===== config.mk =====
export PLATFORM = sky130hd
export DESIGN_NAME = pc_sequencer
export DESIGN_NICKNAME = d
export VERILOG_FILES = /design/src/rtl/riscv_pkg.sv /design/src/rtl/pc_sequencer_pc_adder.sv /design/src/rtl/pc_sequencer.sv
export SDC_FILE = /design/constraint.sdc
export NUM_CORES = 1
export LEC_CHECK = 0
export ABC_AREA = 0
export ABC_CLOCK_PERIOD_IN_PS = 2000
export CAP_MARGIN = 20
export CORE_MARGIN = 10
export CORE_UTILIZATION = 57
export CTS_CLUSTER_SIZE = 28
export DETAILED_ROUTE_END_ITERATION = 6
export DONT_BUFFER_PORTS = 1
export GPL_TIMING_DRIVEN = 0
export HOLD_SLACK_MARGIN = 0.1
export PLACE_DENSITY = 0.86
export SETUP_SLACK_MARGIN = 0.02
export SLEW_MARGIN = 25
export SYNTH_ARGS = -nofsm -noshare
export SYNTH_HDL_FRONTEND = slang
export SYNTH_SLANG_ARGS = --single-unit

===== constraint.sdc =====
create_clock -name clk -period 2 [get_ports clk]
set_clock_uncertainty 0.05 [all_clocks]
set_input_delay 0.3 -clock clk [delete_from_list [all_inputs] [get_ports clk]]
set_output_delay 0.3 -clock clk [all_outputs]
set_load 0.02 [all_outputs]

===== src/rtl/riscv_pkg.sv =====
// Shared fetch-stage constants and the PC sequencer state encoding.
package riscv_pkg;
   localparam int unsigned XLEN    = 32;
   localparam int unsigned INSTR_W = 32;
   localparam int unsigned PC_INCR = 4;
   localparam logic [INSTR_W-1:0] NOP_INSTR = 32'h0000_0013;

   typedef enum logic [2:0] {
      BOOT,
      REQ,
      WAIT,
      HOLD,
      FAULT
   } pc_seq_state_e;
endpackage


===== src/rtl/pc_sequencer_pc_adder.sv =====
// Sequential next-PC adder (pc + 4, wrapping modulo 2^XLEN).
module PC_Adder #(
   parameter int unsigned XLEN = 32
) (
   input  logic [XLEN-1:0] i_pc,
   output logic [XLEN-1:0] o_pc_next
);
   import riscv_pkg::*;

   assign o_pc_next = i_pc + XLEN'(PC_INCR);
endmodule


===== src/rtl/pc_sequencer.sv =====
// Fetch-stage controller: owns the PC, issues single-outstanding imem fetches,
// and hands instructions to decode; trap > redirect > sequential next-PC.
module pc_sequencer #(
   parameter int unsigned     XLEN         = 32,
   parameter logic [XLEN-1:0] RESET_VECTOR = 32'h0000_0000
) (
   input  logic                        clk,
   input  logic                        rst,
   output logic                        imem_req_valid,
   input  logic                        imem_req_ready,
   output logic [XLEN-1:0]             imem_addr,
   input  logic                        imem_rsp_valid,
   input  logic [riscv_pkg::INSTR_W-1:0] imem_rsp_data,
   output logic                        if_valid,
   output logic [XLEN-1:0]             if_pc,
   output logic [riscv_pkg::INSTR_W-1:0] if_instr,
   input  logic                        id_ready,
   input  logic                        redirect_valid,
   input  logic [XLEN-1:0]             redirect_target,
   input  logic                        trap_valid,
   input  logic [XLEN-1:0]             trap_vector,
   output logic                        misalign_exc,
   output logic [XLEN-1:0]             misalign_addr
);
   import riscv_pkg::*;

   pc_seq_state_e        r_state, w_nxt_state;
   logic [XLEN-1:0]      r_pc, w_nxt_pc, w_pc_inc, w_trap_pc, w_new_pc;
   logic                 r_discard, w_nxt_discard;
   logic                 r_req_valid, r_if_valid, r_mis_exc;
   logic [XLEN-1:0]      r_if_pc, r_mis_addr;
   logic [INSTR_W-1:0]   r_if_instr;
   logic                 w_fire, w_redir, w_redir_bad, w_busy;
   logic                 w_capture, w_fault_set, w_fault_clr;

   PC_Adder #(.XLEN(XLEN)) u_pc_adder (
      .i_pc      (r_pc),
      .o_pc_next (w_pc_inc)
   );

   assign w_trap_pc   = trap_vector & ~XLEN'(3);
   assign w_redir     = redirect_valid && !trap_valid;
   assign w_redir_bad = w_redir && (redirect_target[1:0] != 2'b00);
   assign w_new_pc    = trap_valid ? w_trap_pc : redirect_target;
   assign w_fire      = (r_state == REQ) && imem_req_ready;

   always_comb begin
      w_nxt_state   = r_state;
      w_nxt_pc      = r_pc;
      w_nxt_discard = r_discard;
      w_capture     = 1'b0;
      w_fault_set   = 1'b0;
      w_fault_clr   = 1'b0;
      w_busy        = 1'b0;
      case (r_state)
         BOOT: w_nxt_state = REQ;
         REQ:  if (w_fire) w_nxt_state = WAIT;
         WAIT: begin
            if (imem_rsp_valid) begin
               if (r_discard) begin
                  w_nxt_discard = 1'b0;
                  w_nxt_state   = REQ;
               end else begin
                  w_capture   = 1'b1;
                  w_nxt_state = HOLD;
               end
            end
         end
         HOLD: begin
            if (id_ready) begin
               w_nxt_pc    = w_pc_inc;
               w_nxt_state = REQ;
            end
         end
         FAULT: begin
            if (imem_rsp_valid) w_nxt_discard = 1'b0;
            // A fetch still in flight must drain in WAIT before a new request
            if (trap_valid) begin
               w_nxt_pc    = w_trap_pc;
               w_fault_clr = 1'b1;
               w_nxt_state = (r_discard && !imem_rsp_valid) ? WAIT : REQ;
            end
         end
         default: w_nxt_state = BOOT;
      endcase

      if ((r_state inside {REQ, WAIT, HOLD}) && (trap_valid || w_redir)) begin
         w_busy        = w_fire || ((r_state == WAIT) && !imem_rsp_valid);
         w_nxt_discard = w_busy;
         w_capture     = 1'b0;
         if (w_redir_bad) begin
            w_nxt_pc    = r_pc;
            w_fault_set = 1'b1;
            w_nxt_state = FAULT;
         end else begin
            w_nxt_pc    = w_new_pc;
            w_nxt_state = w_busy ? WAIT : REQ;
         end
      end
   end

   always_ff @(posedge clk) begin
      if (rst) begin
         r_state     <= BOOT;
         r_pc        <= RESET_VECTOR;
         r_discard   <= 1'b0;
         r_req_valid <= 1'b0;
         r_if_valid  <= 1'b0;
         r_if_pc     <= '0;
         r_if_instr  <= NOP_INSTR;
         r_mis_exc   <= 1'b0;
         r_mis_addr  <= '0;
      end else begin
         r_state     <= w_nxt_state;
         r_pc        <= w_nxt_pc;
         r_discard   <= w_nxt_discard;
         r_req_valid <= (w_nxt_state == REQ);
         r_if_valid  <= (w_nxt_state == HOLD);
         if (w_capture) begin
            r_if_instr <= imem_rsp_data;
            r_if_pc    <= r_pc;
         end
         if (w_fault_set) begin
            r_mis_exc  <= 1'b1;
            r_mis_addr <= redirect_target;
         end else if (w_fault_clr) begin
            r_mis_exc  <= 1'b0;
         end
      end
   end

   assign imem_req_valid = r_req_valid;
   assign imem_addr      = r_pc;
   assign if_valid       = r_if_valid;
   assign if_pc          = r_if_pc;
   assign if_instr       = r_if_instr;
   assign misalign_exc   = r_mis_exc;
   assign misalign_addr  = r_mis_addr;
endmodule

# Word-level counts from Yosys, hierarchy flattened
# Cells that the tools add are included.
[word_totals] reg_bits=135 in_bits=103 elab_cells=68
[op_classes] addsub=1 n_eq_ne=9 mux=29 n_reduce_logical=20
[ops] cell="$mux 32" n=5
[ops] cell="$pmux 32 s2" n=1
[ops] cell="$add 32x3->32 const B" n=1
[ops] cell="$mux 3" n=6
[ops] cell="$pmux 3 s5" n=1
[ops] cell="$mux 1" n=13
[ops] cell="$eq 3x2->1 const B" n=3
[ops] cell="$reduce_bool 2->1" n=4
[ops] cell="$eq 3x1->1 const B" n=2
[ops] cell="$logic_and 1x1->1" n=6
[ops] cell="$mux 2" n=3
[ops] cell="$reduce_bool 3->1" n=2
[ops] cell="$reduce_and 4->1" n=1
[ops] cell="$eq 3x3->1 const B" n=1
[ops] cell="$logic_not 3->1" n=1
[ops] cell="$ne 3x2->1 const B" n=1
[ops] cell="$ne 3x3->1 const B" n=1
[ops] cell="$logic_not 1->1" n=2
[ops] cell="$logic_or 1x1->1" n=2
[ops] cell="$ne 2x2->1 const B" n=1
[ops] cell="$reduce_and 2->1" n=1
[ops] cell="$reduce_or 2->1" n=1

# Longest topological paths before layout
# Gate-level depths: netlist (run 1).
[depth] depth_word=7 ltp_mapped=8

# Cells and area by module
# From an unflattened synthesis (run 1), not the netlist that was laid out.
[unflattened] hier_cells=706 area_unflattened_um2=5921.9
[by_module_without_submodules] mod="pc_sequencer" n_inst=1 cells_each=623 area_each_um2=5341.4
[by_module_without_submodules] mod="PC_Adder" n_inst=1 cells_each=83 area_each_um2=580.6

# Least setup slack after synthesis (run 1)
# OpenSTA, ideal clock, no wires.
[synth_path] path_type="reg-to-reg" start="register r_pc[2] (netlist: imem_addr[2])" end="register r_pc[30] (netlist: imem_addr[30])" arrival_ps=1953 path_slack_ps=-96 path_stages_with_launch=8 period_less_slack_ps=2096 cell_sequence="dfxtp_1 > ha_1 > nand3_1 > or2_2 > buf_2 > nor3_1 > a41oi_1 > o32ai_1"
[synth_between] elab_chain_cells=4
[synth_rtl] item="start: declaration" line="pc_sequencer.sv:28" source="logic [XLEN-1:0] r_pc, w_nxt_pc, w_pc_inc, w_trap_pc, w_new_pc;"
[synth_rtl] item="start signal: assignment" line="pc_sequencer.sv:115" source="r_pc <= w_nxt_pc;"
[synth_rtl] item="$add 32x3->32" line="pc_sequencer_pc_adder.sv:10" source="assign o_pc_next = i_pc + XLEN'(PC_INCR);"
[synth_rtl] item="$mux 32" line="pc_sequencer.sv:70" source="if (id_ready) begin"
[synth_rtl] item="$pmux 32 s2" line="pc_sequencer.sv:55" source="case (r_state)"
[synth_rtl] item="$mux 32" line="pc_sequencer.sv:87" source="if ((r_state inside {REQ, WAIT, HOLD}) && (trap_valid || w_redir)) begin"
# No other way between the ends. The select of a mux whose other input is x is not followed.
# A chain may end at the register's enable or synchronous reset.

# Worst setup path after layout (run 1)
[layout_path] start="register r_state[1]" end="register r_pc[31] (netlist: imem_addr[31])"
[layout_between] elab_chain_cells=5 elab_cells_between_ends=13
[layout_rtl] item="start: declaration" line="pc_sequencer.sv:27" source="pc_seq_state_e r_state, w_nxt_state;"
[layout_rtl] item="start signal: assignment" line="pc_sequencer.sv:114" source="r_state <= w_nxt_state;"
[layout_rtl] item="$eq 3x1->1 (tied with other cells)" line="pc_sequencer.sv:87"
[layout_rtl] item="$reduce_bool 3->1" line="pc_sequencer.sv:87"
[layout_rtl] item="$logic_and 1x1->1" line="pc_sequencer.sv:87"
[layout_rtl] item="$ne 3x3->1 (no line) (tied with other cells)"
[layout_rtl] item="$reduce_and 4->1 (no line)"
# Parallel ways exist; a longest one is shown, timed or not.

==> results of run 1 <==
-- per-stage QoR --
| stage | instance area [sq um] | cells | setup slack (ns) | hold WS (ns) | utilization, % |
|---|---|---|---|---|---|
| floorplan | 5953 | 761 | 0.02596 | 0.3337 | - |
| global placement | 6123 | 897 | -0.3710 | 0.3450 | 59.85 |
| detailed placement | 6123 | 897 | -0.3363 | 0.3506 | 59.85 |
| CTS | 7807 | 1018 | 0.009497 | 0.05084 | 76.31 |
| global route | 8164 | 1033 | -0.04981 | 0.1059 | 79.80 |
| finish | 8167 | 1034 | -0.02140 | 0.1011 | 79.82 |
-- final cells by class --
class	count	share of cell area [%]
multi-input cells	558	39.77
clock inverters	13	2.099
diodes	3	0.09193
inverters	12	0.5516
plain buffers	56	4.121
flip-flops and latches	135	34.07
repair buffers	102	11.92
well taps	136	2.084
clock buffers	19	5.286
-- layer usage --
layer | wire (microns) | up-vias
met2 | 11420 | 594
met5 | 0 | -
met1 | 8571 | 3103
met4 | 1200 | 0
met3 | 3644 | 123
li1 | - | 2953
-- tightest hold or removal path, cell delays in order --
cell and delay [ns]:
o22ai_2 0.14, o21a_1 0.14, nor3_1 0.05
-- power by group through the flow --
stage,sequential [mW],combinational [mW],clock [mW]
floorplan,3.13,0.644,0
global placement,3.21,0.838,0
detailed placement,3.22,0.857,0
CTS,3.18,1.06,3.20
global route,3.22,1.33,3.31
finish,3.21,1.26,3.20
-- kinds of logic after synthesis --
kind of cell	count (synthesis)	share of synthesized area, %
AND/OR/NAND/NOR	317	23.64
AO/OA/AOI/OAI	234	24.80
flip-flops	135	45.43
multiplexers	4	0.6940
XOR/XNOR	2	0.2945
buffers and inverters	68	4.942
adder cells (fa/ha/maj)	1	0.2103
-- how the worst max path moves through the flow --
stage,from,endpoint,slack (ns),cells after the start
floorplan,imem_addr[2]$_SDFFE_PP0P_,imem_addr[30]$_SDFFE_PP0P_,0.03,7
global placement,imem_addr[19]$_SDFFE_PP0P_,imem_addr[24]$_SDFFE_PP0P_,-0.37,5
detailed placement,imem_addr[19]$_SDFFE_PP0P_,imem_addr[24]$_SDFFE_PP0P_,-0.34,5
CTS,r_state[1]$_SDFF_PP0_,imem_addr[2]$_SDFFE_PP0P_,0.009,8
global route,r_state[1]$_SDFF_PP0_,imem_addr[31]$_SDFFE_PP0P_,-0.05,7
finish,r_state[1]$_SDFF_PP0_,imem_addr[31]$_SDFFE_PP0P_,-0.02,7
-- what timing repair did --
action	4_1_cts	5_1_grt
gates cloned	1	0
hold buffers	83	1
endpoints found under the setup margin	48	108
gates resized for setup	71	71
pin swaps	3	10
endpoints found under the hold margin	87	1
buffers inserted	5	12
-- state kept, by name, summed over array words and instances, names as in the netlist, 3 cells and up --
| name | count |
|---|---|
| if_instr | 32 |
| if_pc | 32 |
| r_state | 3 |
| misalign_addr | 32 |
| imem_addr | 32 |
-- cell usage in the layout (no fill, tap or decap), drive strengths merged, types with 4 or more instances in the layout --
cell type	instances
clkbuf	54
o22ai	11
o32ai	5
dfxtp	135
nand4	7
dlygate4sd3	84
and2	7
o21ai	21
a21oi	126
clkinvlp	5
nand2	213
nand2b	4
or3	9
o221ai	9
nand3	16
o31ai	6
nor3	14
inv	14
nor2	23
buf	39
o21a	5
a211oi	15
nor2b	5
==> impl_metrics.csv, run 1 <==
group,metric,value,unit
run_status,status,"finished with violations",
run_status,violations,"negative setup slack",
logic_synthesis,yosys_warnings,0,
logic_synthesis,syn_inst,761,
drt,post_drt_wl_per_cell,24.02,microns
die,row_count,37,
global_route,grtUsageMet3,11.56,%
worst_setup_path,cp_num_buf_inv,2,
clock_tree,cts_tree,"done",
clock_tree,clk_pin_slew,0.06,ns
final_layout,drive_above_1_share,18.77,%
placement,gp_congestion,0.9653,
drt,ant_nets,0,
worst_setup_path,cp-start-kind,"register",
worst_setup_path,criticalPathCategory,"register to register",
clock_tree,clk_root_buffer_cell,"clkbuf_8",
timing,final-setup-viol-count,1,
global_route,grt_usage,30.28,%
power,p_sw,2.362,mW
final_layout,seq_area,0.002783,sq mm
die,dieHeight,122.2,microns
clock_tree,insertion_delay,0.53,ns
power,power_frac_clock,41.7,%
timing,setup_slack,-0.02140,ns
logic_synthesis,synth-seq-cells,135,
worst_setup_path,timing.rr.end,"imem_addr[31]$_SDFFE_PP0P_",
worst_setup_path,critPathTopFamily,"compound AO/OA/AOI/OAI gates",
timing,hold_violations,0,
final_layout,nNetsFinal,986,
drt,num_vias,6773,
timing,rsz0062_at_grt,"true",
power,intPower,5.307,mW
global_route,antenna_found_initial,2,
timing,slew_viol_final,0,
power,leakage,2.830,nW
timing,max_clock_freq,0.4947,GHz
worst_setup_path,reg2reg_from,"r_state[1]$_SDFF_PP0_",
power,combPwrFrac,16.5,%
worst_setup_path,cp.required,2.33,ns
logic_synthesis,syn_avg_cell_area,7.818,sq um
clock_tree,cts-htree-levels,4,
die,ios,234,
worst_hold_path,holdPathEnd,"imem_addr[7]$_SDFFE_PP0P_",
power,p_sw_share,30.80,%
final_layout,fill_cells,659,
logic_synthesis,synth.most_common_cell,"nand2_1",
global_route,grt_busiest_layer,"met2",
drt,post-route-drc-count,0,
worst_setup_path,cpMaxStageDelayCell,"o32a_1",
drt,first_pass_iters,6,
final_layout,multi_input_area,0.003248,sq mm
logic_synthesis,synth-edff-count,0,
logic_synthesis,synth_async_sr_flop_share,0,%
logic_synthesis,synth_common_cells,"213 x nand2_1, 135 x dfxtp_1, 124 x a21oi_1",
timing,fin_crit_sh,101.1,%
worst_setup_path,cpPeakStageDelay,0.39,ns
timing,min_period,2.021,ns
final_layout,syn_to_final_growth,37.27,%
worst_hold_path,min_from,"trap_vector[7]",
global_route,gr-total-overflow,0,
global_route,grt_pass1_wl,35770,microns
logic_synthesis,yosys-top-cells-area,"dfxtp_1 45%, nand2_1 13%, a21oi_1 10%",
worst_setup_path,worstPathMaxFanout,10,
timing,worst_pin_slew,0.7335,ns
die,initial_core_util,58.15,%
logic_synthesis,synth_top_area_share,45.43,%
power,vdd_ir_drop_max,0.6745,mV
die,dieArea,0.01492,sq mm
logic_synthesis,syn-num-nets,865,
drt,via_per_inst,6.550,
clock_tree,clkSinkCount,135,
global_route,grt_max_degree,17,
power,p_per_area,939.1,mW/mm^2
worst_setup_path,path_cells,"buf_6 -> nor2_1 -> o32a_1 -> and2_1 -> clkbuf_2 -> a31oi_1 -> o311ai_0",
timing,fin_tns_setup,-0.02140,ns
job,drv_cap,0,
placement,io_buffers,0,
logic_synthesis,dominantRegCellSynth,"dfxtp_1",
logic_synthesis,seq_area_frac_synth,45.43,%
worst_hold_path,worstHoldPathCells,3,
worst_setup_path,crit_arrival,2.35,ns
power,finalPower,7.669,mW
die,coreArea,0.01023,sq mm
logic_synthesis,yosysTopAreaCell,"dfxtp_1",
placement,dp_hpwl,16340,microns
drt,drt_iter0_markers,1025,
drt,drt-total-wl,24830,microns
timing,maxSlewHeadroom,51.10,%
worst_setup_path,rr_worst_depth,7,
worst_setup_path,rrSetupSlack,-0.02,ns
clock_tree,cts_max_path_buffers,2,
power,sequentialPowerShare,41.8,%
logic_synthesis,netlist_area,0.005949,sq mm
global_route,use_met1,35.05,%
die,die_w,122.2,microns
worst_setup_path,endpoint_kind,"register",
logic_synthesis,synth_cell_types,69,
worst_hold_path,min_path_type,"primary input to register",
clock_tree,cts_buffers,17,
global_route,grt_pass1_vias,6472,
global_route,grtUsageMet2,48.15,%
(Power assumes the default switching activity.)
==> run 2: changes to the inputs <==
--- a/config.mk
+++ b/config.mk
@@ -16,7 +16,7 @@
 export GPL_TIMING_DRIVEN = 0
 export HOLD_SLACK_MARGIN = 0.1
 export PLACE_DENSITY = 0.86
-export SETUP_SLACK_MARGIN = 0.02
+export SETUP_SLACK_MARGIN = 0.1
 export SLEW_MARGIN = 25
 export SYNTH_ARGS = -nofsm -noshare
 export SYNTH_HDL_FRONTEND = slang
==> run 2 against run 1 <==
The flow still finishes with violations (negative setup slack). Cell area rose by 3.8%. Via count grew 4.4%. Non-clock buffer count increased by 8. Worst hold slack improved by 0.016 ns. Power up 3.2%. First-iteration DRC count grew 11%. Critical path type unchanged. Largest cell class unchanged.
==> impl_metrics.csv, run 2 (synthesis gave the netlist of run 1 again) <==
group,metric,value,unit
worst_setup_path,rrSetupSlack,-0.02,ns
worst_setup_path,crit_start,"r_state[1]$_SDFF_PP0_",
worst_setup_path,worstSetupEndpoint,"imem_addr[11]$_SDFFE_PP0P_",
run_status,violations,"negative setup slack",
placement,place_inst,897,
worst_setup_path,rr_worst_depth,10,
global_route,grt_usage,31.38,%
power,finalPower,7.917,mW
timing,worst_pin_slew,0.7504,ns
clock_tree,cts_buffers,17,
clock_tree,cts_tree,"done",
final_layout,final_cell_mix,"210 x nand2_1, 121 x a21oi_1, 107 x dfxtp_1",
worst_hold_path,worstHoldPathCells,4,
power,p_sw_share,30.51,%
global_route,antenna_found_initial,0,
clock_tree,cts_max_path_buffers,2,
worst_setup_path,criticalPathCategory,"register to register",
worst_setup_path,cp-start-kind,"register",
power,leakage,3.018,nW
drt,post-route-drc-count,0,
drt,num_vias,7069,
worst_setup_path,crit_arrival,2.36,ns
job,drv_cap,0,
timing,maxSlewHeadroom,49.97,%
final_layout,drive_above_1_share,21.71,%
run_status,status,"finished with violations",
power,intPower,5.502,mW
timing,setup_slack,-0.01735,ns
power,p_per_area,934.3,mW/mm^2
final_layout,final_core_util,82.83,%
worst_setup_path,timing.rr.end,"imem_addr[11]$_SDFFE_PP0P_",
power,sequentialPowerShare,40.7,%
placement,post-place-ws,-0.2973,ns
power,vdd_ir_drop_max,0.5593,mV
final_layout,stdcell_count,1040,
placement,place_area,0.006138,sq mm
timing,rsz0062_at_grt,"true",
die,dieArea,0.01492,sq mm
timing,min_period,2.017,ns
timing,holdWs,0.1168,ns
drt,drt_iter0_markers,1141,
timing,max_clock_freq,0.4957,GHz
timing,fin_tns_setup,-0.03703,ns
clock_tree,clk_root_buffer_cell,"clkbuf_8",
drt,first_pass_iters,6,
placement,dp_hpwl,16350,microns
timing,final-setup-viol-count,3,
global_route,grt_pass1_vias,6745,
worst_hold_path,min_path_type,"primary input to register",
worst_setup_path,cp.required,2.34,ns
final_layout,stdcell_area,0.008474,sq mm
drt,post_drt_wl_per_cell,25.40,microns
placement,io_buffers,0,
global_route,grt_pass1_wl,36990,microns
global_route,grt_max_degree,17,
placement,gp_congestion,0.9631,
drt,via_per_inst,6.797,
clock_tree,insertion_delay,0.53,ns
timing,slew_viol_final,0,
final_layout,fill_cells,565,
power,combPwrFrac,17.9,%
worst_setup_path,worstPathMaxFanout,5,
clock_tree,clkSinkCount,135,
global_route,gr-total-overflow,0,
power,power_frac_clock,41.4,%
timing,fin_crit_sh,100.9,%
worst_setup_path,endpoint_kind,"register",
die,ios,234,
die,coreArea,0.01023,sq mm
die,row_count,37,
final_layout,final_common_cell,"nand2_1",
power,p_sw,2.415,mW
worst_setup_path,reg2reg_from,"r_state[1]$_SDFF_PP0_",
timing,hold_violations,0,
drt,drt-total-wl,26420,microns
final_layout,syn_to_final_growth,42.44,%
clock_tree,clk_pin_slew,0.06,ns
clock_tree,cts-htree-levels,4,
final_layout,nNetsFinal,994,
die,initial_core_util,58.15,%
die,die_w,122.2,microns
die,dieHeight,122.2,microns
drt,ant_nets,0,
run 2: area by class of cell:
class / instances / area, sq um / area share, %
antenna: 1 / 2.502 / 0.02953
buffer: 56 / 401.6 / 4.739
clock buffer: 23 / 478.0 / 5.640
clock inverter: 9 / 137.6 / 1.624
inverter: 12 / 45.04 / 0.5315
multi-input combinational: 558 / 3346 / 39.48
sequential: 135 / 2785 / 32.87
tap: 136 / 170.2 / 2.008
timing repair buffer: 110 / 1109 / 13.08
run 2: worst min-delay path by stage:
| stage | from | endpoint |
|---|---|---|
| after global placement | rst | r_state[0]$_SDFF_PP0_ |
| after floorplan | rst | r_state[0]$_SDFF_PP0_ |
| final | redirect_target[29] | imem_addr[29]$_SDFFE_PP0P_ |
| after CTS | redirect_target[30] | imem_addr[30]$_SDFFE_PP0P_ |
| after detailed placement | rst | r_state[0]$_SDFF_PP0_ |
| after global routing | trap_vector[13] | imem_addr[13]$_SDFFE_PP0P_ |
run 2: routing by layer:
layer	track usage [%]	wire length [microns]	vias up
li1	-	-	2951
met2	51.18	12090	677
met4	16.20	1677	0
met3	12.03	4068	212
met1	35.07	8580	3229
met5	0	0	-
run 2: what timing repair did:
| action | CTS | global route |
|---|---|---|
| gates resized for setup | 99 | 88 |
| pin swaps | 8 | 31 |
| hold buffers | 83 | 0 |
| gates cloned | 1 | 4 |
| setup buffers | 6 | 16 |
| endpoints found under the hold margin | 86 | 0 |
| setup endpoints to repair | 104 | 120 |
run 2: power groups by stage:
stage,Clock [mW],Combinational (mW),Sequential (mW)
final,3.28,1.42,3.22
after global placement,0,0.840,3.22
after CTS,3.26,1.09,3.19
after floorplan,0,0.644,3.13
after global routing,3.39,1.47,3.23
after detailed placement,0,0.856,3.23
run 2: critical path: stages, from the launching register on:
cell and delay [ns]:
dfxtp_4 0.37, buf_8 0.13, buf_4 0.13, nor3b_4 0.16, buf_4 0.20, a21oi_4 0.08, buf_8 0.16, buf_4 0.13
o22ai_2 0.23, o21a_1 0.19, nor3_2 0.05
==> run 3: changes to the inputs <==
--- a/config.mk
+++ b/config.mk
@@ -10,12 +10,14 @@
 export CAP_MARGIN = 20
 export CORE_MARGIN = 10
 export CORE_UTILIZATION = 57
+export CTS_CLUSTER_DIAMETER = 200
 export CTS_CLUSTER_SIZE = 28
 export DETAILED_ROUTE_END_ITERATION = 6
 export DONT_BUFFER_PORTS = 1
 export GPL_TIMING_DRIVEN = 0
 export HOLD_SLACK_MARGIN = 0.1
 export PLACE_DENSITY = 0.86
+export RECOVER_POWER = 50
 export SETUP_SLACK_MARGIN = 0.1
 export SLEW_MARGIN = 25
 export SYNTH_ARGS = -nofsm -noshare
==> results of run 3 <==
Same layout as run 2: the final DEF is identical, and so are final timing and power.
